File: src/rtl/axi_slv_wr_responder_if.sv
// AXI write-channel bundle (AW, W, B) between the master write driver
// and the slave-side write responder.
interface axi_slv_wr_responder_if #(
  parameter int AXI_ID_W   = 4,
  parameter int AXI_DATA_W = 32
);
  logic                    awvalid;
  logic                    awready;
  logic [AXI_ID_W-1:0]     awid;
  logic [7:0]              awlen;
  logic                    wvalid;
  logic                    wready;
  logic [AXI_ID_W-1:0]     wid;
  logic [AXI_DATA_W-1:0]   wdata;
  logic [AXI_DATA_W/8-1:0] wstrb;
  logic                    wlast;
  logic                    bvalid;
  logic                    bready;
  logic [AXI_ID_W-1:0]     bid;
  logic [1:0]              bresp;

  modport master (
    output awvalid, awid, awlen,
    output wvalid, wid, wdata, wstrb, wlast,
    output bready,
    input  awready, wready, bvalid, bid, bresp
  );

  modport slave (
    input  awvalid, awid, awlen,
    input  wvalid, wid, wdata, wstrb, wlast,
    input  bready,
    output awready, wready, bvalid, bid, bresp
  );
endinterface

File: src/rtl/axi_slv_wr_responder.sv
// Slave-side AXI write responder: queues AW requests, consumes W beats
// against the head burst, and returns one B per burst (SLVERR when any
// beat of the burst broke protocol). Per-beat error pulses and a running
// XOR signature of strobed write data are exported for the scoreboard.
// Optional feature macro: AXI_WSTRB_CHK_EN (flags beats with all-zero
// strobes as errors).
module axi_slv_wr_responder #(
  parameter int AXI_ID_W     = 4,
  parameter int AXI_DATA_W   = 32,
  parameter int SLV_OSTD_NUM = 4
) (
  input  logic                  aclk,
  input  logic                  aresetn,
  input  logic                  srst,
  axi_slv_wr_responder_if.slave bus,
  output logic                  err_wid,
  output logic                  err_wlast,
  output logic                  err_wstrb,
  output logic [AXI_DATA_W-1:0] wdata_sig
);
  localparam int PTR_W  = $clog2(SLV_OSTD_NUM);
  localparam int CNT_W  = PTR_W + 1;
  localparam int STRB_W = AXI_DATA_W / 8;

  // AW queue storage and state
  logic [AXI_ID_W-1:0] aw_id_q   [SLV_OSTD_NUM];
  logic [AXI_ID_W-1:0] aw_id_d   [SLV_OSTD_NUM];
  logic [7:0]          aw_len_q  [SLV_OSTD_NUM];
  logic [7:0]          aw_len_d  [SLV_OSTD_NUM];
  logic [PTR_W-1:0]    aw_wr_ptr_q, aw_wr_ptr_d;
  logic [PTR_W-1:0]    aw_rd_ptr_q, aw_rd_ptr_d;
  logic [CNT_W-1:0]    aw_cnt_q, aw_cnt_d;

  // B queue storage and state
  logic [AXI_ID_W-1:0] b_id_q    [SLV_OSTD_NUM];
  logic [AXI_ID_W-1:0] b_id_d    [SLV_OSTD_NUM];
  logic [1:0]          b_resp_q  [SLV_OSTD_NUM];
  logic [1:0]          b_resp_d  [SLV_OSTD_NUM];
  logic [PTR_W-1:0]    b_wr_ptr_q, b_wr_ptr_d;
  logic [PTR_W-1:0]    b_rd_ptr_q, b_rd_ptr_d;
  logic [CNT_W-1:0]    b_cnt_q, b_cnt_d;

  // Burst tracking, error pulses, signature
  logic [7:0]            beat_cnt_q, beat_cnt_d;
  logic                  sticky_q, sticky_d;
  logic                  err_wid_q, err_wid_d;
  logic                  err_wlast_q, err_wlast_d;
  logic                  err_wstrb_q, err_wstrb_d;
  logic [AXI_DATA_W-1:0] wdata_sig_q, wdata_sig_d;

  logic                  aw_full, aw_empty, b_full, b_empty;
  logic                  aw_push, w_acc, b_pop, burst_end, exp_last;
  logic                  id_err, last_err, strb_err;
  logic [AXI_ID_W-1:0]   head_id;
  logic [7:0]            head_len;
  logic [AXI_DATA_W-1:0] byte_mask;

  assign aw_full  = (aw_cnt_q == CNT_W'(SLV_OSTD_NUM));
  assign aw_empty = (aw_cnt_q == '0);
  assign b_full   = (b_cnt_q == CNT_W'(SLV_OSTD_NUM));
  assign b_empty  = (b_cnt_q == '0);

  // Handshake outputs depend only on registered queue occupancy.
  assign bus.awready = !aw_full;
  assign bus.wready  = !aw_empty && !b_full;
  assign bus.bvalid  = !b_empty;
  assign bus.bid     = b_id_q[b_rd_ptr_q];
  assign bus.bresp   = b_resp_q[b_rd_ptr_q];

  assign err_wid   = err_wid_q;
  assign err_wlast = err_wlast_q;
  assign err_wstrb = err_wstrb_q;
  assign wdata_sig = wdata_sig_q;

  assign head_id  = aw_id_q[aw_rd_ptr_q];
  assign head_len = aw_len_q[aw_rd_ptr_q];

  // Beat checks against the head burst and next-state for all queues.
  always_comb begin
    aw_push   = bus.awvalid && !aw_full;
    w_acc     = bus.wvalid && !aw_empty && !b_full;
    b_pop     = !b_empty && bus.bready;
    exp_last  = (beat_cnt_q == head_len);
    id_err    = w_acc && (bus.wid != head_id);
    last_err  = w_acc && (bus.wlast != exp_last);
`ifdef AXI_WSTRB_CHK_EN
    strb_err  = w_acc && (bus.wstrb == '0);
`else
    strb_err  = 1'b0;
`endif
    // Either an early wlast or the expected last beat closes the burst.
    burst_end = w_acc && (bus.wlast || exp_last);

    byte_mask = '0;
    for (int i = 0; i < STRB_W; i++) begin
      byte_mask[i*8 +: 8] = {8{bus.wstrb[i]}};
    end

    aw_id_d     = aw_id_q;
    aw_len_d    = aw_len_q;
    aw_wr_ptr_d = aw_wr_ptr_q;
    aw_rd_ptr_d = aw_rd_ptr_q;
    aw_cnt_d    = aw_cnt_q;
    b_id_d      = b_id_q;
    b_resp_d    = b_resp_q;
    b_wr_ptr_d  = b_wr_ptr_q;
    b_rd_ptr_d  = b_rd_ptr_q;
    b_cnt_d     = b_cnt_q;
    beat_cnt_d  = beat_cnt_q;
    sticky_d    = sticky_q;
    wdata_sig_d = wdata_sig_q;
    err_wid_d   = id_err;
    err_wlast_d = last_err;
    err_wstrb_d = strb_err;

    if (aw_push) begin
      aw_id_d[aw_wr_ptr_q]  = bus.awid;
      aw_len_d[aw_wr_ptr_q] = bus.awlen;
      aw_wr_ptr_d           = aw_wr_ptr_q + 1'b1;
    end

    if (w_acc) begin
      wdata_sig_d = wdata_sig_q ^ (bus.wdata & byte_mask);
      if (burst_end) begin
        // Errors on the closing beat itself still count toward bresp.
        b_id_d[b_wr_ptr_q]   = head_id;
        b_resp_d[b_wr_ptr_q] = (sticky_q || id_err || last_err || strb_err) ? 2'b10 : 2'b00;
        b_wr_ptr_d           = b_wr_ptr_q + 1'b1;
        aw_rd_ptr_d          = aw_rd_ptr_q + 1'b1;
        beat_cnt_d           = '0;
        sticky_d             = 1'b0;
      end else begin
        beat_cnt_d = beat_cnt_q + 8'd1;
        sticky_d   = sticky_q || id_err || last_err || strb_err;
      end
    end

    if (b_pop) begin
      b_rd_ptr_d = b_rd_ptr_q + 1'b1;
    end

    aw_cnt_d = aw_cnt_q + CNT_W'(aw_push) - CNT_W'(burst_end);
    b_cnt_d  = b_cnt_q + CNT_W'(burst_end) - CNT_W'(b_pop);

    if (srst) begin
      aw_id_d     = '{default: '0};
      aw_len_d    = '{default: '0};
      aw_wr_ptr_d = '0;
      aw_rd_ptr_d = '0;
      aw_cnt_d    = '0;
      b_id_d      = '{default: '0};
      b_resp_d    = '{default: '0};
      b_wr_ptr_d  = '0;
      b_rd_ptr_d  = '0;
      b_cnt_d     = '0;
      beat_cnt_d  = '0;
      sticky_d    = 1'b0;
      wdata_sig_d = '0;
      err_wid_d   = 1'b0;
      err_wlast_d = 1'b0;
      err_wstrb_d = 1'b0;
    end
  end

  // State registers with asynchronous active-low reset.
  always_ff @(posedge aclk or negedge aresetn) begin
    if (!aresetn) begin
      aw_id_q     <= '{default: '0};
      aw_len_q    <= '{default: '0};
      aw_wr_ptr_q <= '0;
      aw_rd_ptr_q <= '0;
      aw_cnt_q    <= '0;
      b_id_q      <= '{default: '0};
      b_resp_q    <= '{default: '0};
      b_wr_ptr_q  <= '0;
      b_rd_ptr_q  <= '0;
      b_cnt_q     <= '0;
      beat_cnt_q  <= '0;
      sticky_q    <= 1'b0;
      wdata_sig_q <= '0;
      err_wid_q   <= 1'b0;
      err_wlast_q <= 1'b0;
      err_wstrb_q <= 1'b0;
    end else begin
      aw_id_q     <= aw_id_d;
      aw_len_q    <= aw_len_d;
      aw_wr_ptr_q <= aw_wr_ptr_d;
      aw_rd_ptr_q <= aw_rd_ptr_d;
      aw_cnt_q    <= aw_cnt_d;
      b_id_q      <= b_id_d;
      b_resp_q    <= b_resp_d;
      b_wr_ptr_q  <= b_wr_ptr_d;
      b_rd_ptr_q  <= b_rd_ptr_d;
      b_cnt_q     <= b_cnt_d;
      beat_cnt_q  <= beat_cnt_d;
      sticky_q    <= sticky_d;
      wdata_sig_q <= wdata_sig_d;
      err_wid_q   <= err_wid_d;
      err_wlast_q <= err_wlast_d;
      err_wstrb_q <= err_wstrb_d;
    end
  end
endmodule

File: src/flat_wrapper.sv
// flat-port wrapper written by rule: the top's interface ports become plain ports
module axi_slv_wr_responder_flat 
#(
  parameter int AXI_ID_W     = 4,
  parameter int AXI_DATA_W   = 32,
  parameter int SLV_OSTD_NUM = 4
)
  (aclk, aresetn, srst, err_wid, err_wlast, err_wstrb, wdata_sig, bus_awvalid, bus_awid, bus_awlen, bus_wvalid, bus_wid, bus_wdata, bus_wstrb, bus_wlast, bus_bready, bus_awready, bus_wready, bus_bvalid, bus_bid, bus_bresp);
  axi_slv_wr_responder_if #(.AXI_ID_W(AXI_ID_W), .AXI_DATA_W(AXI_DATA_W)) bus_i ();
  input  logic aclk;
  input  logic aresetn;
  input  logic srst;
  output logic err_wid;
  output logic err_wlast;
  output logic err_wstrb;
  output logic [AXI_DATA_W-1:0] wdata_sig;
  input wire logic [$bits(bus_i.awvalid)-1:0] bus_awvalid;
  input wire logic [$bits(bus_i.awid)-1:0] bus_awid;
  input wire logic [$bits(bus_i.awlen)-1:0] bus_awlen;
  input wire logic [$bits(bus_i.wvalid)-1:0] bus_wvalid;
  input wire logic [$bits(bus_i.wid)-1:0] bus_wid;
  input wire logic [$bits(bus_i.wdata)-1:0] bus_wdata;
  input wire logic [$bits(bus_i.wstrb)-1:0] bus_wstrb;
  input wire logic [$bits(bus_i.wlast)-1:0] bus_wlast;
  input wire logic [$bits(bus_i.bready)-1:0] bus_bready;
  output wire logic [$bits(bus_i.awready)-1:0] bus_awready;
  output wire logic [$bits(bus_i.wready)-1:0] bus_wready;
  output wire logic [$bits(bus_i.bvalid)-1:0] bus_bvalid;
  output wire logic [$bits(bus_i.bid)-1:0] bus_bid;
  output wire logic [$bits(bus_i.bresp)-1:0] bus_bresp;
  assign bus_i.awvalid = bus_awvalid;
  assign bus_i.awid = bus_awid;
  assign bus_i.awlen = bus_awlen;
  assign bus_i.wvalid = bus_wvalid;
  assign bus_i.wid = bus_wid;
  assign bus_i.wdata = bus_wdata;
  assign bus_i.wstrb = bus_wstrb;
  assign bus_i.wlast = bus_wlast;
  assign bus_i.bready = bus_bready;
  assign bus_awready = bus_i.awready;
  assign bus_wready = bus_i.wready;
  assign bus_bvalid = bus_i.bvalid;
  assign bus_bid = bus_i.bid;
  assign bus_bresp = bus_i.bresp;
  axi_slv_wr_responder #(.AXI_ID_W(AXI_ID_W), .AXI_DATA_W(AXI_DATA_W), .SLV_OSTD_NUM(SLV_OSTD_NUM)) u_core (.aclk(aclk), .aresetn(aresetn), .srst(srst), .bus(bus_i), .err_wid(err_wid), .err_wlast(err_wlast), .err_wstrb(err_wstrb), .wdata_sig(wdata_sig));
endmodule
File: config.mk
export PLATFORM = sky130hd
export DESIGN_NAME = axi_slv_wr_responder_flat
export DESIGN_NICKNAME = d
export VERILOG_FILES = /design/src/rtl/axi_slv_wr_responder_if.sv /design/src/rtl/axi_slv_wr_responder.sv /design/src/flat_wrapper.sv
export SDC_FILE = /design/constraint.sdc
export NUM_CORES = 1
export LEC_CHECK = 0
export ABC_AREA = 1
export BUFFER_PORTS_ARGS = -buffer_cell sky130_fd_sc_hd__buf_2
export CAP_MARGIN = 20
export CORE_UTILIZATION = 57
export DETAILED_ROUTE_END_ITERATION = 8
export PLACE_DENSITY = 0.81
export SLEW_MARGIN = 20
export SYNTH_ARGS = -nofsm -noshare
export SYNTH_HDL_FRONTEND = slang
export SYNTH_SLANG_ARGS = --single-unit
File: constraint.sdc
create_clock -name aclk -period 3.8 [get_ports aclk]
set_input_delay 0.76 -clock aclk [delete_from_list [all_inputs] [get_ports aclk]]
set_output_delay 0.76 -clock aclk [all_outputs]
set_load 0.005 [all_outputs]
==> results of run 1 <==
-- routing by layer --
metal / vias up / part of all wire [%] / track usage [%]
met4: 0 / 2.5 / 11.51
met5: - / 0 / 0
met1: 2613 / 41 / 37.11
met2: 199 / 51 / 49.44
met3: 35 / 5.6 / 7.664
li1: 2564 / - / -
-- sequential cells by signal (all words and copies together) (netlist names) --
register,cells
u_core.b_wr_ptr_q,2
u_core.aw_len_q,32
u_core.b_id_q,16
u_core.b_cnt_q,3
u_core.wdata_sig,32
u_core.beat_cnt_q,8
u_core.aw_cnt_q,3
u_core.sticky_q,1
u_core.b_rd_ptr_q,2
u_core.aw_id_q,16
u_core.aw_wr_ptr_q,2
u_core.aw_rd_ptr_q,2
u_core.b_resp_q,4
u_core.err_wid,1
u_core.err_wlast,1
-- logic make-up (layout without fill, tap and decap cells) --
| group | after synthesis | after routing | synth area share, % |
|---|---|---|---|
| and+or+nand+nor | 293 | 293 | 23.78 |
| xor gates and xnor gates | 8 | 8 | 1.138 |
| AOI/OAI and AO/OA | 159 | 159 | 13.64 |
| other | 1 | 2 | 0.06090 |
| adders and majority gates | 16 | 16 | 3.495 |
| buffers and inverters | 101 | 210 | 7.092 |
| DFF | 125 | 125 | 50.80 |
-- report_power, final --
| group | switching, mW | internal (mW) |
|---|---|---|
| logic | 0.760 | 0.408 |
| registers | 0.132 | 1.48 |
| clock network | 0.564 | 1.15 |
-- worst reg2reg max path: stages (launching register included) --
cell,delay [ns]
dfrtp_1,0.62
buf_4,0.34
a21oi_1,0.10
o21ai_0,0.13
nand2_1,0.09
nand2_1,0.06
nand4_1,0.08
nor3_1,0.16
nand2_1,0.09
ha_1,0.26
nor2_8,0.21
ha_1,0.26
inv_1,0.05
ha_1,0.13
inv_1,0.05
fa_1,0.38
xor2_1,0.17
nor2_1,0.06
-- per-stage QoR --
step                      instances  cell area, sq um  hold slack (ns)  worst slack, ns  total power, mW
final                           949              7343           0.2811           0.4506            4.488
after global routing            949              7343           0.3304           0.1447            4.735
after CTS                       949              7343           0.2839           0.4777            4.510
after detailed placement        918              6719           0.4679           0.4838            2.787
after global placement          918              6719           0.4604           0.6566            2.718
after floorplan                 704              6161           0.4436           0.8867            2.440
-- final cells by class --
type | instances | area (sq um) | share of cell area (%)
sequential | 125 | 3128 | 42.60
multi-input combinational | 478 | 2596 | 35.36
timing repair buffer | 106 | 548.0 | 7.463
clock buffer | 25 | 494.2 | 6.730
inverter | 73 | 276.5 | 3.766
tap | 136 | 170.2 | 2.317
clock inverter | 6 | 130.1 | 1.772
-- Yosys cell counts --
cell / n / area share [%]
a211oi_1: 1 / 0.12
a21oi_1: 56 / 4.6
and3_1: 32 / 3.3
buf_1: 1 / 0.061
buf_2: 8 / 0.65
buf_4: 6 / 0.73
buf_6: 3 / 0.55
clkbuf_1: 10 / 0.61
clkinv_1: 4 / 0.24
conb_1: 1 / 0.061
dfrtp_1: 125 / 51
fa_1: 2 / 0.65
ha_1: 14 / 2.8
inv_1: 62 / 3.8
inv_2: 6 / 0.37
inv_4: 1 / 0.10
nand2_1: 110 / 6.7
nand2_2: 4 / 0.41
nand2_4: 5 / 0.91
nand2_8: 1 / 0.33
nand3_1: 59 / 4.8
nand3_2: 3 / 0.49
nand3b_1: 3 / 0.37
nand4_1: 3 / 0.30
nor2_1: 30 / 1.8
nor2_4: 4 / 0.73
nor2_8: 2 / 0.65
nor3_1: 37 / 3.0
o21ai_0: 67 / 5.4
o21ai_1: 12 / 0.98
o21ai_2: 5 / 0.71
o22ai_1: 18 / 1.8
xnor2_1: 2 / 0.28
xor2_1: 6 / 0.85
-- worst paths after layout --
check / from / end / slack [ns] / cells after the start
min: aresetn / u_core.b_id_q[2]$_DFFE_PN0P_ / 0.28 / 1
max in group asynchronous: aresetn / u_core.aw_len_q[0]$_DFFE_PN0P_ / 2.67 / 2
min in group aclk: bus_awlen[6] / u_core.aw_len_q[22]$_DFFE_PN0P_ / 0.47 / 3
min reg2reg: u_core.b_id_q[5]$_DFFE_PN0P_ / u_core.b_id_q[5]$_DFFE_PN0P_ / 0.48 / 2
max reg2reg: u_core.aw_rd_ptr_q[0]$_DFFE_PN0P_ / u_core.aw_cnt_q[2]$_DFF_PN0_ / 0.45 / 17
max: u_core.aw_rd_ptr_q[0]$_DFFE_PN0P_ / u_core.aw_cnt_q[2]$_DFF_PN0_ / 0.45 / 17
==> flow_metrics.tcl, run 1 <==
set metrics [dict create \
    worst_slew_pin_slew_ns 0.7407 \
    cts_tree "yes" \
    worstPathRequired_ns 4.21 \
    grt_start_max_net_pins 60 \
    critPathSlowestCell "dfrtp_1" \
    outcome "complete, no violations" \
    drt-initial-drc-count 528 \
    cp-start-kind "flop" \
    postCtsHoldBufs 0 \
    effective_utilization_at_floorplan_pct 59.11 \
    yosysUniqueCellTypes 34 \
    fin_crit_ns 3.349 \
    crit_path_buffers_inverters 3 \
    groute.usage.overall_pct 29.66 \
    route.detailed.vias_per_inst 5.702 \
    cts_buffer_depth 2 \
    hpwlAfterDp_mm 10.96 \
    synth-seq-area-share_pct 50.80 \
    grt_first_pass_wirelength_mm 25.72 \
    floorplan.die_area_sq_um 11220 \
    flow.area_growth_from_synthesis_pct 19.26 \
    crit_fanout 21 \
    worst_clock_skew_ns 0.01045 \
    port_buffers 100 \
    detailed_route_via_count 5411 \
    data_arrival_at_the_endpoint_of_the_critical_path_ns 3.76 \
    yosys_warnings 0 \
    grt_setup_unrepaired "false" \
    worstSkewPairLatency_ns 0.55 \
    num_io_pins 103 \
    cts-buffers-inserted 17 \
    layout-drive-gt1-share_pct 20.30 \
    finish.net_count 876 \
    critical_path.top_delay_family "adder cells" \
    post-route-util_pct 70.50 \
    routed_wire_length_per_instance_um 16.27 \
    hold_path.class "input port to async pin" \
    power.density_cell_area_nw_per_um2 611.1 \
    sequence_of_cells_on_the_critical_path "buf_4, a21oi_1, o21ai_0, nand2_1, nand2_1, nand4_1, nor3_1, nand2_1, ha_1, nor2_8, ha_1, inv_1, ha_1, inv_1, fa_1, xor2_1, nor2_1" \
    first_global_vias 5412 \
    setup_viol_count_final 0 \
    p_leak_nw 3.771 \
    sinks_on_the_clock_net 125 \
    root_buffer "clkbuf_8" \
    coreArea_sq_um 10420 \
    first_pass_iters 5 \
    period_share_pct 88.14 \
    worst_ir_drop_vdd_mv 0.4008 \
    die_height_um 105.9 \
    commonest_non_fill_non_tap_cell_in_the_layout "dfrtp_1" \
    timing.slew.headroom_pct 50.62 \
    final-hold-violation-count 0 \
    final.fill_count 807 \
    placement_rows 37 \
    max_cap_violations 0 \
    critPathMaxStageDelay_ns 0.62 \
    antenna_cells 0 \
    cts.repair_timing.setup_buffer_count 0 \
    overflow 0 \
    finalWirelength_mm 15.44 \
    drt_drc_violations_left 0 \
    antenna_found_initial 0 \
    top_library_cells_by_usage_in_the_layout_fill_and_taps_aside "dfrtp_1, nand2_1, buf_2" \
    timing.final.max_slew_violations 0 \
    setup_total_negative_slack_ns 0 \
    ys_seq_elements 125 \
    endpoint_kind "flop" \
    route.antenna.remaining_nets 0 \
    postSynthCellCount 703 \
    critical_path_class "flop to flop" \
    maxClockFrequency_ghz 0.2986 \
    floorplan.die.width_um 105.9 \
    mappedNetlistArea_sq_um 6157 \
    cts-resized-gates 0 \
    cts_max_level 4 \
    clk_pin_slew_worst_paths_ns 0.06 \
    finalWeightedCongestion 0.8866 \
    post_synth.cell_area_avg_sq_um 8.758 \
]
(Power assumes the default switching activity.)
==> run 2, diff against run 1 <==
--- a/config.mk
+++ b/config.mk
@@ -10,6 +10,7 @@
 export CAP_MARGIN = 20
 export CORE_UTILIZATION = 57
 export DETAILED_ROUTE_END_ITERATION = 8
+export GPL_TIMING_DRIVEN = 0
 export PLACE_DENSITY = 0.81
 export SLEW_MARGIN = 20
 export SYNTH_ARGS = -nofsm -noshare
==> constraint.sdc (replaced) <==
create_clock -name aclk -period 3.2 [get_ports aclk]
set_input_delay 0.64 -clock aclk [delete_from_list [all_inputs] [get_ports aclk]]
set_output_delay 0.64 -clock aclk [all_outputs]
set_load 0.005 [all_outputs]
==> run 2 against run 1 <==
Sequential power increased by 17%. Fmax increased by 7.8%. Power increased by 21%. Via count increased by 3.3%. Clock skew decreased by 0.0034 ns. Die area unchanged. Non-clock buffer count increased by 22. Flip-flop and latch count unchanged. Routed wire length increased by 3.9%. Count of clock-buffer cells in the layout decreased by 7. Worst setup slack got worse by 0.36 ns.
==> flow_metrics.tcl, run 2 (synthesis gave the netlist of run 1 again) <==
set metrics [dict create \
    die_height_um 105.9 \
    overflow 0 \
    setup_viol_count_final 0 \
    timing.slew.headroom_pct 60.49 \
    drt-initial-drc-count 485 \
    p_leak_nw 3.834 \
    floorplan.die.width_um 105.9 \
    num_io_pins 103 \
    port_buffers 99 \
    finish.net_count 898 \
    root_buffer "clkbuf_8" \
    post-route-util_pct 71.95 \
    stdcell_count 972 \
    finalWirelength_mm 16.04 \
    flow.area_growth_from_synthesis_pct 21.72 \
    cts_tree "yes" \
    route.detailed.vias_per_inst 5.750 \
    grt_first_pass_wirelength_mm 26.79 \
    antenna_cells 0 \
    postLayoutCellArea_sq_um 7495 \
    critical_path_class "flop to flop" \
    endpoint_kind "flop" \
    outcome "complete, no violations" \
    data_arrival_at_the_endpoint_of_the_critical_path_ns 3.52 \
    maxClockFrequency_ghz 0.3219 \
    postCtsHoldBufs 0 \
    grt_start_max_net_pins 65 \
    critPathSlowestCell "dfrtp_1" \
    sequence_of_cells_on_the_critical_path "buf_6, buf_6, buf_6, a21oi_1, o21ai_0, nand3_1, nand4_1, nor3_2, nand2_1, ha_2, nor2_8, ha_1, inv_1, ha_1, inv_1, fa_1, xor2_1, nor2_1" \
    worst_clock_skew_ns 0.007079 \
    first_pass_iters 6 \
    power.density_cell_area_nw_per_um2 727.2 \
    worst_slew_pin_slew_ns 0.5926 \
    effective_utilization_at_floorplan_pct 59.11 \
    cts_buffer_depth 2 \
    critPathMaxStageDelay_ns 0.40 \
    fin_crit_ns 3.106 \
    worstPathRequired_ns 3.61 \
    floorplan.die_area_sq_um 11220 \
    groute.usage.overall_pct 30.61 \
    hold_path.class "input port to async pin" \
    critical-path-top-cell-by-count "buf_6" \
    max_cap_violations 0 \
    worst_r2r_startpoint "u_core.aw_rd_ptr_q[0]$_DFFE_PN0P_" \
    cts_max_level 4 \
    clk_pin_slew_worst_paths_ns 0.06 \
    placed_cell_area_sq_um 6860 \
    final.fill_count 761 \
    cp-start-kind "flop" \
    drt_drc_violations_left 0 \
    numPlacedInstances 940 \
    crit_fanout 10 \
    coreArea_sq_um 10420 \
    routed_wire_length_per_instance_um 16.50 \
    period_share_pct 97.07 \
    critical_path.top_delay_family "adder cells" \
    route.antenna.remaining_nets 0 \
    hpwlAfterDp_mm 10.53 \
    finalWeightedCongestion 0.8381 \
    commonest_non_fill_non_tap_cell_in_the_layout "dfrtp_1" \
    final-hold-violation-count 0 \
    detailed_route_via_count 5589 \
    first_global_vias 5688 \
    top_library_cells_by_usage_in_the_layout_fill_and_taps_aside "dfrtp_1, nand2_1, buf_2" \
    antenna_found_initial 0 \
    worst_ir_drop_vdd_mv 0.5235 \
    layout-drive-gt1-share_pct 21.89 \
    placement_rows 37 \
    worstSkewPairLatency_ns 0.54 \
    sinks_on_the_clock_net 125 \
    design_power_total_mw 5.450 \
    crit_path_buffers_inverters 5 \
    timing.final.max_slew_violations 0 \
    holdWs_ns 0.07086 \
    setup.worst_path.start "u_core.aw_rd_ptr_q[0]$_DFFE_PN0P_" \
    cts-buffers-inserted 17 \
]
-- run 2: cell types whose count changed in the layout (fill, tap and decap cells not counted), moves of 2 or more --
cell | previous run | this run
inv_6 | 0 | 2
buf_6 | 0 | 4
clkbuf_8 | 6 | 2
clkbuf_1 | 3 | 10
o21ai_1 | 12 | 16
nor3_1 | 37 | 35
o21ai_0 | 67 | 63
nor3_2 | 0 | 2
clkinvlp_4 | 0 | 4
buf_2 | 99 | 105
-- run 2: report_power, final --
group	leakage [nW]	internal (mW)	total, mW	switching [mW]
logic	1.82	0.552	1.54	0.989
registers	1.72	1.75	1.88	0.126
clock network	0.294	1.29	2.03	0.746
-- run 2: stage by stage --
stage	setup WS, ns	TNS, ns
floorplan	0.2867	0
global placement	-0.04876	-5.318
detailed placement	-0.01378	-0.01378
CTS	0.04599	0
global route	-0.02624	-0.02624
finish	0.09376	0
-- run 2: per-layer routing --
metal	GRT usage (%)	up-vias	routed length (um)
met4	12.00	0	354
met5	0	-	0
li1	-	2611	-
met3	7.848	39	954
met2	52.24	213	8175
met1	37.22	2726	6555
-- run 2: worst reg2reg max path: stages (launching register included) --
cell and delay (ns):
dfrtp_1 0.40, buf_6 0.15, buf_6 0.14, buf_6 0.14
a21oi_1 0.13, o21ai_0 0.16, nand3_1 0.11, nand4_1 0.10
nor3_2 0.15, nand2_1 0.09, ha_2 0.22, nor2_8 0.09
ha_1 0.23, inv_1 0.07, ha_1 0.13, inv_1 0.05
fa_1 0.38, xor2_1 0.17, nor2_1 0.06
-- run 2: worst paths after layout --
path / to / slack (ns) / cells after the start
worst max-delay path: u_core.aw_cnt_q[2]$_DFF_PN0_ / 0.09 / 18
worst min-delay path: u_core.b_id_q[3]$_DFFE_PN0P_ / 0.07 / 1
worst max register to register: u_core.aw_cnt_q[2]$_DFF_PN0_ / 0.09 / 18
worst min register to register: u_core.b_id_q[5]$_DFFE_PN0P_ / 0.50 / 2
max in group asynchronous: u_core.wdata_sig[0]$_DFFE_PN0N_ / 2.42 / 2
min in group aclk: u_core.b_rd_ptr_q[0]$_DFFE_PN0P_ / 0.39 / 3
-- run 2: area by class of cell --
class	count	area, sq um	share of cell area [%]
flip-flops and latches	125	3128	41.74
multi-input cells	478	2609	34.81
repair buffers	101	536.8	7.162
clock buffers	18	427.9	5.710
inverters	73	276.5	3.689
clock inverters	14	191.4	2.554
well taps	136	170.2	2.270
plain buffers	27	155.1	2.070
-- run 2: repair_timing --
action,in CTS,in global routing
pin swaps,1,2
resized for setup,0,7
setup buffers,1,0
cloned,0,0
setup endpoints to repair,2,4
==> run 3, diff against run 2 <==
--- a/config.mk
+++ b/config.mk
@@ -11,7 +11,7 @@
 export CORE_UTILIZATION = 57
 export DETAILED_ROUTE_END_ITERATION = 8
 export GPL_TIMING_DRIVEN = 0
-export PLACE_DENSITY = 0.81
+export PLACE_DENSITY = 0.83
 export SLEW_MARGIN = 20
 export SYNTH_ARGS = -nofsm -noshare
 export SYNTH_HDL_FRONTEND = slang
==> run 3 against run 2 <==
Clock skew increased by 0.0039 ns. Flip-flop and latch count is the same. Routed wire length grew 0.11%. Worst hold slack got worse by 0.033 ns. Worst setup slack improved by 0.052 ns. Fmax rose by 1.7%. Non-clock buffer count is 2 higher. Clock power shrank 8%. Largest cell class unchanged.
==> flow_metrics.tcl, run 3 (synthesis gave the netlist of run 1 again) <==
set metrics [dict create \
    outcome "complete, no violations" \
    data_arrival_at_the_endpoint_of_the_critical_path_ns 3.44 \
    max_cap_violations 0 \
    groute.usage.overall_pct 30.38 \
    route.antenna.remaining_nets 0 \
    worstRegToRegCells 17 \
    endpoint_kind "flop" \
    timing.final.max_slew_violations 0 \
    num_io_pins 103 \
    postCtsHoldBufs 0 \
    effective_utilization_at_floorplan_pct 59.11 \
    worst_slew_pin_slew_ns 0.5766 \
    worstSkewPairLatency_ns 0.52 \
    floorplan.die.width_um 105.9 \
    setup.worst_path.end "u_core.aw_cnt_q[2]$_DFF_PN0_" \
    timing.final.ws_setup_ns 0.1461 \
    antenna_cells 0 \
    detailed_route_via_count 5600 \
    coreArea_sq_um 10420 \
    critPathMaxStageDelay_ns 0.39 \
    cp-start-kind "flop" \
    flow.area_growth_from_synthesis_pct 21.52 \
    crit_fanout 10 \
    floorplan.die_area_sq_um 11220 \
    maxClockFrequency_ghz 0.3274 \
    period_share_pct 95.44 \
    first_global_vias 5677 \
    antenna_found_initial 0 \
    overflow 0 \
    critical-path-top-cell-by-count "buf_6" \
    grt_first_pass_wirelength_mm 26.36 \
    worst_r2r_startpoint "u_core.aw_rd_ptr_q[0]$_DFFE_PN0P_" \
    critical_path.top_delay_family "adder cells" \
    clk_pin_slew_worst_paths_ns 0.06 \
    worst_clock_skew_ns 0.01102 \
    holdWs_ns 0.03795 \
    critPathSlowestCell "dfrtp_1" \
    grt_setup_unrepaired "false" \
    cts_buffer_depth 2 \
    crit_path_buffers_inverters 5 \
    top_library_cells_by_usage_in_the_layout_fill_and_taps_aside "dfrtp_1, nand2_1, buf_2" \
    sequence_of_cells_on_the_critical_path "buf_6, buf_6, buf_6, o21ai_0, nand2_1, xor2_1, nor3_1, nand2_1, ha_4, nor2_8, ha_1, inv_1, ha_1, inv_1, fa_2, xor2_1, nor2_1" \
    rr_endpoint "u_core.aw_cnt_q[2]$_DFF_PN0_" \
    setup_viol_count_final 0 \
    finish.net_count 900 \
    die_height_um 105.9 \
    finalWirelength_mm 16.06 \
    critical_path_class "flop to flop" \
    cts-buffers-inserted 17 \
    port_buffers 99 \
    reg2reg_setup_slack_ns 0.15 \
    hpwlAfterDp_mm 10.83 \
    worstPathRequired_ns 3.59 \
    cts_max_level 4 \
    setup.worst_path.start "u_core.aw_rd_ptr_q[0]$_DFFE_PN0P_" \
    finalWeightedCongestion 0.8899 \
    first_pass_iters 5 \
    stdcell_count 973 \
    place_worst_setup_slack_ns -0.08123 \
    timing.critical_path.depth 17 \
    numPlacedInstances 940 \
    timing.slew.headroom_pct 61.56 \
    drt_drc_violations_left 0 \
    fin_crit_ns 3.054 \
    worst_ir_drop_vdd_mv 0.3924 \
    power.density_cell_area_nw_per_um2 713.3 \
    route.detailed.vias_per_inst 5.755 \
    commonest_non_fill_non_tap_cell_in_the_layout "dfrtp_1" \
    layout-drive-gt1-share_pct 21.86 \
    cts_tree "yes" \
    root_buffer "clkbuf_8" \
    p_leak_nw 3.833 \
    grt_start_max_net_pins 82 \
    routed_wire_length_per_instance_um 16.50 \
    final-hold-violation-count 0 \
    drt-initial-drc-count 502 \
    hold_path.class "input port to async pin" \
    sinks_on_the_clock_net 125 \
    placement_rows 37 \
]
-- run 3: cell types whose count changed in the layout (fill, tap and decap cells not counted), sizes merged --
cell	change
clkinv	-1
inv	-2
buf	+2
clkbuf	+7
bufinv	-2
clkinvlp	-3
-- run 3: worst min path at each step --
stage	end	slack [ns]	start	depth (start not counted)
detailed placement	u_core.sticky_q$_DFFE_PN0N_	0.48	u_core.sticky_q$_DFFE_PN0N_	2
global route	u_core.b_id_q[12]$_DFFE_PN0P_	0.06	aresetn	1
CTS	u_core.b_id_q[2]$_DFFE_PN0P_	0.04	aresetn	1
floorplan	u_core.aw_cnt_q[0]$_DFF_PN0_	0.34	aresetn	0
finish	u_core.b_id_q[14]$_DFFE_PN0P_	0.04	aresetn	1
global placement	u_core.b_resp_q[3]$_DFFE_PN0P_	0.46	u_core.b_resp_q[3]$_DFFE_PN0P_	2
-- run 3: through the flow --
step | instance area (sq um) | TNS (ns) | utilization [%] | total power [mW]
after floorplan | 6161 | 0 | - | 2.897
final | 7482 | 0 | 71.83 | 5.337
after global routing | 7482 | 0 | 71.83 | 5.589
after detailed placement | 6860 | -0.08123 | 65.86 | 3.383
after global placement | 6827 | -6.001 | 65.54 | 3.295
after CTS | 7442 | 0 | 71.45 | 5.285
-- run 3: worst register-to-register path: cells and delay by family (launching register included) --
| kind | cells | cell delay (ns) |
|---|---|---|
| AND/OR/NAND/NOR | 5 | 0.57 |
| adder cells (fa/ha/maj) | 4 | 0.90 |
| flip-flops | 1 | 0.39 |
| AO/OA/AOI/OAI | 1 | 0.20 |
| buffers and inverters | 5 | 0.53 |
| XOR/XNOR | 2 | 0.34 |
-- run 3: timing repair --
action | 4_1_cts | 5_1_grt
setup endpoints to repair | 2 | 3
resized for setup | 1 | 9
gates cloned | 0 | 0
pin swaps | 1 | 2
buffers inserted | 1 | 2
-- run 3: power breakdown --
group	total, mW	internal [mW]	switching [mW]	leakage (nW)
registers	1.88	1.75	0.129	1.72
logic	1.59	0.580	1.01	1.83
clock network	1.87	1.20	0.663	0.284
total	5.34	3.54	1.80	3.83
-- run 3: metal layers --
| metal | GRT usage [%] | vias up | share of wire [%] | routed length (um) |
|---|---|---|---|---|
| met5 | 0 | - | 0 | 0 |
| met4 | 13.59 | 0 | 2.9 | 459 |
| met3 | 7.787 | 45 | 6.2 | 998 |
| met2 | 52.85 | 227 | 53 | 8448 |
| met1 | 35.33 | 2712 | 38 | 6152 |
| li1 | - | 2616 | - | - |
-- run 3: layout make-up --
| type | instances | area (sq um) |
|---|---|---|
| buffer | 27 | 155.1 |
| inverter | 73 | 276.5 |
| multi-input combinational | 478 | 2624 |
| clock buffer | 25 | 494.2 |
| fill | 782 | 2934 |
| clock inverter | 6 | 82.58 |
| tap | 136 | 170.2 |
| timing repair buffer | 103 | 551.8 |
| sequential | 125 | 3128 |
